==> config.mk <==
export PLATFORM = sky130hd
export DESIGN_NAME = change_dispenser
export DESIGN_NICKNAME = d
export VERILOG_FILES = /design/src/rtl/vend_pkg.sv /design/src/rtl/change_dispenser_coin_pick.sv /design/src/rtl/change_dispenser.sv
export SDC_FILE = /design/constraint.sdc
export NUM_CORES = 1
export LEC_CHECK = 0
export CAP_MARGIN = 20
export CORE_MARGIN = 4
export CORE_UTILIZATION = 51
export CTS_BUF_LIST = sky130_fd_sc_hd__clkbuf_8
export DETAILED_ROUTE_END_ITERATION = 16
export PLACE_DENSITY = 0.86
export SYNTH_ARGS = -nofsm -noshare
export SYNTH_HDL_FRONTEND = slang
export SYNTH_SLANG_ARGS = --single-unit
==> constraint.sdc <==
create_clock -name clk -period 3.25 [get_ports clk]
set_input_delay 0.8125 -clock clk [delete_from_list [all_inputs] [get_ports clk]]
set_output_delay 0.8125 -clock clk [all_outputs]
set_load 0.02 [all_outputs]
==> src/rtl/vend_pkg.sv <==
// Shared coin constants, coin_sel encoding and dispenser state encoding for the change dispenser.
package vend_pkg;

    localparam int COIN_1  = 1;
    localparam int COIN_5  = 5;
    localparam int COIN_10 = 10;
    localparam int COIN_50 = 50;

    typedef enum logic [1:0] {
        SEL_1  = 2'b00,
        SEL_5  = 2'b01,
        SEL_10 = 2'b10,
        SEL_50 = 2'b11
    } coin_sel_e;

    typedef enum logic [2:0] {
        ST_IDLE,
        ST_SELECT,
        ST_REQ,
        ST_REL,
        ST_DONE,
        ST_FAULT
    } disp_state_e;

endpackage

==> src/rtl/change_dispenser_coin_pick.sv <==
// Greedy coin choice: the largest denomination that does not exceed the remaining amount.
module coin_pick
    import vend_pkg::*;
#(
    parameter int AMT_W = 8
) (
    input  logic [AMT_W-1:0] remaining,
    output coin_sel_e        coin_sel,
    output logic [AMT_W-1:0] value
);

    // remaining == 0 falls through to the 1-coin choice; the FSM never pays it in that case
    always_comb begin
        coin_sel = SEL_1;
        value    = AMT_W'(COIN_1);
        if (remaining >= AMT_W'(COIN_50)) begin
            coin_sel = SEL_50;
            value    = AMT_W'(COIN_50);
        end else if (remaining >= AMT_W'(COIN_10)) begin
            coin_sel = SEL_10;
            value    = AMT_W'(COIN_10);
        end else if (remaining >= AMT_W'(COIN_5)) begin
            coin_sel = SEL_5;
            value    = AMT_W'(COIN_5);
        end
    end

endmodule

==> src/rtl/change_dispenser.sv <==
// Change dispenser: pays a charge as 50/10/5/1 coins over a 4-phase req/ack hopper handshake.
// Optional CHANGE_TIMEOUT_EN adds a per-phase ack timeout that parks the block in FAULT.
//
// state  | meaning
// IDLE   | waiting for start
// SELECT | pick next coin, or finish when nothing remains
// REQ    | coin_req high, waiting for a fresh ack
// REL    | coin_req low, waiting for ack to fall
// DONE   | one-cycle completion pulse
// FAULT  | hopper timed out; left only by reset
module change_dispenser
    import vend_pkg::*;
#(
    parameter int AMT_W = 8
`ifdef CHANGE_TIMEOUT_EN
    ,
    parameter int TIMEOUT_CYCLES = 1024
`endif
) (
    input  logic             clk,
    input  logic             rst_n,
    input  logic             start,
    input  logic [AMT_W-1:0] charge,
    input  logic             coin_ack,
    output logic             coin_req,
    output logic [1:0]       coin_sel,
    output logic             busy,
    output logic             done,
    output logic [AMT_W-1:0] remaining,
    output logic             fault
);

    disp_state_e      state_q, state_d;
    logic             coin_req_q, coin_req_d;
    coin_sel_e        coin_sel_q, coin_sel_d;
    logic [AMT_W-1:0] remaining_q, remaining_d;
    logic             ack_low_q, ack_low_d;

    coin_sel_e        pick_sel;
    logic [AMT_W-1:0] pick_value;

`ifdef CHANGE_TIMEOUT_EN
    localparam int TMR_W = $clog2(TIMEOUT_CYCLES) + 1;
    localparam logic [TMR_W-1:0] TMR_LOAD = TMR_W'(TIMEOUT_CYCLES - 1);

    logic [TMR_W-1:0] tmr_q, tmr_d;
    logic             fault_q, fault_d;
`endif

    // remaining only changes when a coin is accepted, so the pick stays valid throughout REQ
    coin_pick #(.AMT_W(AMT_W)) u_coin_pick (
        .remaining (remaining_q),
        .coin_sel  (pick_sel),
        .value     (pick_value)
    );

    always_comb begin
        state_d     = state_q;
        coin_req_d  = coin_req_q;
        coin_sel_d  = coin_sel_q;
        remaining_d = remaining_q;
        ack_low_d   = ack_low_q;
`ifdef CHANGE_TIMEOUT_EN
        tmr_d       = tmr_q;
        fault_d     = fault_q;
`endif
        case (state_q)
            ST_IDLE: begin
                if (start) begin
                    remaining_d = charge;
                    state_d     = ST_SELECT;
                end
            end
            ST_SELECT: begin
                // an ack still high from an earlier handshake must fall before it can pay a coin
                ack_low_d = !coin_ack;
                if (remaining_q == '0) begin
                    state_d = ST_DONE;
                end else begin
                    coin_sel_d = pick_sel;
                    coin_req_d = 1'b1;
                    state_d    = ST_REQ;
`ifdef CHANGE_TIMEOUT_EN
                    tmr_d      = TMR_LOAD;
`endif
                end
            end
            ST_REQ: begin
                if (coin_ack && ack_low_q) begin
                    coin_req_d  = 1'b0;
                    remaining_d = remaining_q - pick_value;
                    state_d     = ST_REL;
`ifdef CHANGE_TIMEOUT_EN
                    tmr_d       = TMR_LOAD;
`endif
                end else begin
                    if (!coin_ack) begin
                        ack_low_d = 1'b1;
                    end
`ifdef CHANGE_TIMEOUT_EN
                    if (tmr_q == '0) begin
                        coin_req_d = 1'b0;
                        fault_d    = 1'b1;
                        state_d    = ST_FAULT;
                    end else begin
                        tmr_d = tmr_q - 1'b1;
                    end
`endif
                end
            end
            ST_REL: begin
                if (!coin_ack) begin
                    state_d = ST_SELECT;
                end
`ifdef CHANGE_TIMEOUT_EN
                else if (tmr_q == '0) begin
                    fault_d = 1'b1;
                    state_d = ST_FAULT;
                end else begin
                    tmr_d = tmr_q - 1'b1;
                end
`endif
            end
            ST_DONE: begin
                state_d = ST_IDLE;
            end
            ST_FAULT: begin
                state_d = ST_FAULT;
            end
            default: begin
                state_d = ST_IDLE;
            end
        endcase
    end

    always_ff @(posedge clk or negedge rst_n) begin
        if (!rst_n) begin
            state_q     <= ST_IDLE;
            coin_req_q  <= 1'b0;
            coin_sel_q  <= SEL_1;
            remaining_q <= '0;
            ack_low_q   <= 1'b0;
        end else begin
            state_q     <= state_d;
            coin_req_q  <= coin_req_d;
            coin_sel_q  <= coin_sel_d;
            remaining_q <= remaining_d;
            ack_low_q   <= ack_low_d;
        end
    end

`ifdef CHANGE_TIMEOUT_EN
    always_ff @(posedge clk or negedge rst_n) begin
        if (!rst_n) begin
            tmr_q   <= '0;
            fault_q <= 1'b0;
        end else begin
            tmr_q   <= tmr_d;
            fault_q <= fault_d;
        end
    end

    assign fault = fault_q;
`else
    assign fault = 1'b0;
`endif

    assign coin_req  = coin_req_q;
    assign coin_sel  = coin_sel_q;
    assign busy      = (state_q != ST_IDLE);
    assign done      = (state_q == ST_DONE);
    assign remaining = remaining_q;

endmodule

# Word-level counts from Yosys, hierarchy flattened
# Index checks and enable logic that the tools add are counted.
[word_totals]
ff_bits = 15
in_bits = 12
out_inout_bits = 14
wordCells = 53
[op_classes]
addsub = 1
magnitude_cmp = 3
n_eq_ne = 11
n_mux = 20
bitwise_logic = 1
reduce_logical = 12
[ops]
columns = ["op", "n"]
rows = [
  ["8-bit 2-to-1 mux", 4],
  ["8-bit case mux with 2 select lines", 1],
  ["3-bit 2-to-1 mux", 5],
  ["3-bit case mux with 5 select lines", 1],
  ["2-bit != test, second input constant", 6],
  ["3-bit AND reduction", 4],
  ["8-bit by 3-bit >= comparator with 1-bit output, second input constant", 1],
  ["8-bit by 4-bit >= comparator with 1-bit output, second input constant", 1],
  ["8-bit by 6-bit >= comparator with 1-bit output, second input constant", 1],
  ["8-bit zero test", 1],
  ["8-bit subtractor", 1],
  ["3-bit by 2-bit equality test with 1-bit output, second input constant", 2],
  ["3-bit equality test, second input constant", 2],
  ["1-bit 2-to-1 mux", 5],
  ["2-bit 2-to-1 mux", 2],
  ["1-bit case mux with 2 select lines", 2],
  ["2-bit nonzero test", 2],
  ["3-bit by 1-bit equality test with 1-bit output, second input constant", 1],
  ["3-bit zero test", 1],
  ["3-bit nonzero test", 1],
  ["2-bit AND reduction", 1],
  ["1-bit logical AND", 1],
  ["1-bit zero test", 1],
  ["1-bit NOT", 1],
]

# Longest topological paths before layout
[logic_depth]
ltp_word = 7
depth_mapped = 11
mapped_depth_nobuf = 11

# By module
# From an unflattened synthesis, not the netlist that was laid out.
[unflattened]
hier_cells = 146
hier_area_um2 = 1199.9
[by_module_without_submodules]
columns = ["module", "n_inst", "cells_each", "area_per_inst_um2", "seq_area_each_um2"]
rows = [
  ["change_dispenser", 1, 123, 1042.2, 375.4],
  ["coin_pick", 1, 23, 157.7, 0.0],
]

# Worst setup path before layout
# No wires, ideal clock.
[synth_timing]
path_kind = "register to register"
from = "reg remaining_q[2] (netlist: remaining[2])"
to = "reg remaining_q[7] (netlist: remaining[7])"
setup_ns = 0.123
arrival_time_ns = 2.531
path_slack_ns = 0.596
stages_incl_launch_ff = 10
path_buffers = 0
synth_period_minus_slack_ns = 2.654
cell_sequence = "dfrtp_1 -> or3_1 -> a311oi_1 -> nand2_1 -> ha_1 -> o21a_1 -> o31a_1 -> o41ai_2 -> mux2i_1 -> nor3_1"
[synth_via]
elab_chain_len = 7
word_cells_on_any_way = 9
cone_classes = "add/sub: 1; order compare: 3; mux: 5"
[synth_rtl]
columns = ["element", "line", "source"]
rows = [
  ["from (decl)", "change_dispenser.sv:36", "logic [AMT_W-1:0] remaining_q, remaining_d;"],
  ["from (signal assigned)", "change_dispenser.sv:147", "remaining_q <= remaining_d;"],
  ["8-bit by 3-bit >= comparator with 1-bit output", "change_dispenser_coin_pick.sv:22", "end else if (remaining >= AMT_W'(COIN_5)) begin"],
  ["3-bit 2-to-1 mux", "change_dispenser_coin_pick.sv:22", ""],
  ["8-bit 2-to-1 mux", "change_dispenser_coin_pick.sv:19", "end else if (remaining >= AMT_W'(COIN_10)) begin"],
  ["8-bit 2-to-1 mux", "change_dispenser_coin_pick.sv:16", "if (remaining >= AMT_W'(COIN_50)) begin"],
  ["8-bit subtractor *", "change_dispenser.sv:91", "remaining_d = remaining_q - pick_value;"],
  ["8-bit 2-to-1 mux *", "change_dispenser.sv:89", "if (coin_ack && ack_low_q) begin"],
  ["8-bit case mux with 2 select lines *", "change_dispenser.sv:67", "case (state_q)"],
]
# Mark *: on every way between the ends. The rest lies on a longest branch, timed or not. The select of a mux whose other input is x is not followed.
# A chain may end at the register's enable or synchronous reset.

# Final worst setup path
[layout_timing]
from = "reg remaining_q[6] (netlist: remaining[6])"
to = "reg remaining_q[6] (netlist: remaining[6])"
# Same word-level chain as after synthesis.

==> metrics.txt <==
status finished clean; Horiz. Die Dim 53.9 µm; share of the synthesized area in the top cell type 35.0%; Syn Nets 143; Cell variety after synth 39; Period Utilization, post-route 91.8%; Comb power frac 61.9%; r2r endpoint remaining[6]; total routed wirelength 2610 µm; top-count cell post-synth dfrtp_1; initial antenna violation count 0; Vias/cell 5.71; critical path launch point type register; Die Span Y 53.9 µm; post_cts resized 0; DP HPWL 1840 µm; Worst Tran Pin Value 0.712 ns; Worst Skew 0.00551 ns; CP startpoint remaining[6]; synth top area cells dfrtp_1 35%, ha_1 7.0%, o21ai_1 4.7%; Peak supply drop 0.723 mV; Port-buffer cells 24; Slew headroom 52.4%; Leakage 0.556 nW; YS warnings 0; Hold Buf Count CTS 0; most instantiated cells after synthesis 15 x dfrtp_1, 12 x nor2_1, 10 x nand2_1, 10 x o21ai_1; antenna-violating nets left 0; Slew Limit Fails 0; GRT overflow 0; Cell Area, Placed 0.00132 mm²; clk sinks 15; Synth Flop Type dfrtp_1; CTS H-Tree Depth 1; slowest stage delay, CP 0.54 ns; # fillers 148; TritonCTS Buffers 3; reg2reg path depth 11; total core area 0.00198 mm²; DR pass1 iterations 4; site row count 16; Crit path depth 11; CP bufs+invs 2; # IOs 26; Starting Density 54.1%; cell type with the highest aggregate area in the netlist dfrtp_1; critical path's slowest cell nor4_1; min-delay worst type register to register; Top delay family on crit path compound AO/OA/AOI/OAI gates; Worst-Skew Late Latency 0.25 ns; r2r startpoint remaining[6]; R2R Setup Slk 0.27 ns; Global Route Usage Sum 20.7%; Max Cap Viol 0; Reg power frac 27.8%; post-DR wirelength/cell 15.1 µm; CP max FO 7; Synth Instances 124; GPL Wtd Cong 0.875; clk buf depth 2; switching share of power 46.6%; die area 0.00290 mm²; asr flop ratio synth 100%; post-synthesis sequential area ratio 35.0%; Final Cell Area 0.00137 mm²; clock power share 10.3%; Critical Path End Type register; RSZ-0062 raised after global routing no; DRC 0; first-pass GRT wire length 4240 µm; number of global-route vias before repair 920; share of layout cells above drive strength 1 5.48%; Internal Pwr Total 812 µW; Syn Std Cell Area 0.00107 mm²; clock slew at reported path FFs 0.07 ns; Sw Pwr 708 µW; worst path required time 3.39 ns; Fin Setup TNS 0 ns; largest net degree at the start of global routing 16; min Tclk post-route 2.98 ns; vias 988; most used cell along the critical path inv_1; Final #Nets 166; Synth Area per Inst 8.65 µm²; crit-path cells nor4_1 > nand2_1 > inv_1 > ha_1 > inv_1 > fa_1 > a211oi_1 > o21bai_1 > a21oi_1 > a31oi_1 > o22a_1; Final Hold Fails 0; Post-synth EDFFs 0; Root Driver clkbuf_8; Yosys reg bits 15; ANT cells 0; CP Capture Point remaining[6]; crit path DAT 3.12 ns; TritonCTS clock tree done; postcts setup bufs 0; synth-to-layout area growth 27.4%; FMAX 335 MHz; Cell Pwr Density 1110 mW/mm²; final setup vio count 0; crit path kind register to register; Initial DRC Count 20
[placed cells by master (no fill, tap or decap), types with 2 or more instances in the layout]
cell type	count
a21o_1	2
nand2b_1	2
clkbuf_8	3
nor3b_1	5
or3_1	4
dfrtp_1	15
xnor2_1	2
o21ai_0	3
nand3_1	3
o22ai_1	2
mux2i_1	2
clkdlybuf4s50_1	24
or2_1	2
nor2b_1	2
a31oi_1	2
o21ai_1	10
a21oi_1	6
a211o_1	2
a211oi_1	2
ha_1	6
nor2_1	12
o21a_1	3
nor3_1	4
nand2_1	10
inv_1	3
[flip-flops by register name, summed over array words and instances (netlist names)]
name	count
remaining	8
state_q	3
coin_sel	2
ack_low_q	1
coin_req	1
[power by group through the flow]
stage	clock network [mW]	logic, mW	registers, mW
global route	0.170	1.04	0.442
finish	0.157	0.941	0.422
global placement	0	0.914	0.414
CTS	0.158	0.941	0.419
detailed placement	0	0.929	0.421
floorplan	0	0.611	0.451
[metrics by stage]
step,instances,setup slack (ns),power [mW],util (%),hold slack [ns]
6_report,173,0.268,1.52,68.9,0.494
5_1_grt,173,0.0798,1.65,68.9,0.519
4_1_cts,173,0.279,1.52,68.9,0.499
3_5_place_dp,169,0.369,1.35,66.6,0.474
3_3_place_gp,169,0.337,1.33,66.6,0.464
2_1_floorplan,124,0.596,1.06,-,0.515
[cell type report]
| class | count | area [µm²] | area share, % |
|---|---|---|---|
| Clock buffer | 3 | 41.3 | 3.02 |
| Clock inverter | 1 | 5.00 | 0.366 |
| Inverter | 3 | 11.3 | 0.824 |
| Timing Repair Buffer | 24 | 240 | 17.6 |
| Sequential cell | 15 | 375 | 27.5 |
| Tap cell | 27 | 33.8 | 2.47 |
| Multi-Input combinational cell | 100 | 659 | 48.3 |
[cells by family (layout without fill, tap and decap cells)]
| family | count (synthesis) | in the layout | synth area share, % |
|---|---|---|---|
| AOI/OAI and AO/OA | 39 | 39 | 24.3 |
| xor gates and xnor gates | 3 | 3 | 2.45 |
| adders and majority gates | 7 | 7 | 8.87 |
| buffers and inverters | 9 | 31 | 3.50 |
| DFF | 15 | 15 | 35.0 |
| muxes | 2 | 2 | 1.87 |
| other | 1 | 1 | 0.350 |
| and+or+nand+nor | 48 | 48 | 23.7 |
[worst min path at each step]
stage	from	to	slack, ns	depth (start not counted)
after CTS	coin_sel[0]	coin_sel[0]	0.50	1
after global routing	coin_sel[0]	coin_sel[0]	0.52	1
after global placement	coin_sel[0]	coin_sel[0]	0.46	1
after detailed placement	coin_sel[0]	coin_sel[0]	0.47	1
final	coin_sel[0]	coin_sel[0]	0.49	1
after floorplan	ack_low_q	ack_low_q	0.51	2
[metal layers]
metal  wire length, µm  track usage, %  vias up
li1                  -               -      492
met1              1260            28.1      467
met2              1210            33.1       27
met3               117            3.32        2
met4                19            7.66        0
met5                 0               0        -
(Power assumes the default switching activity.)
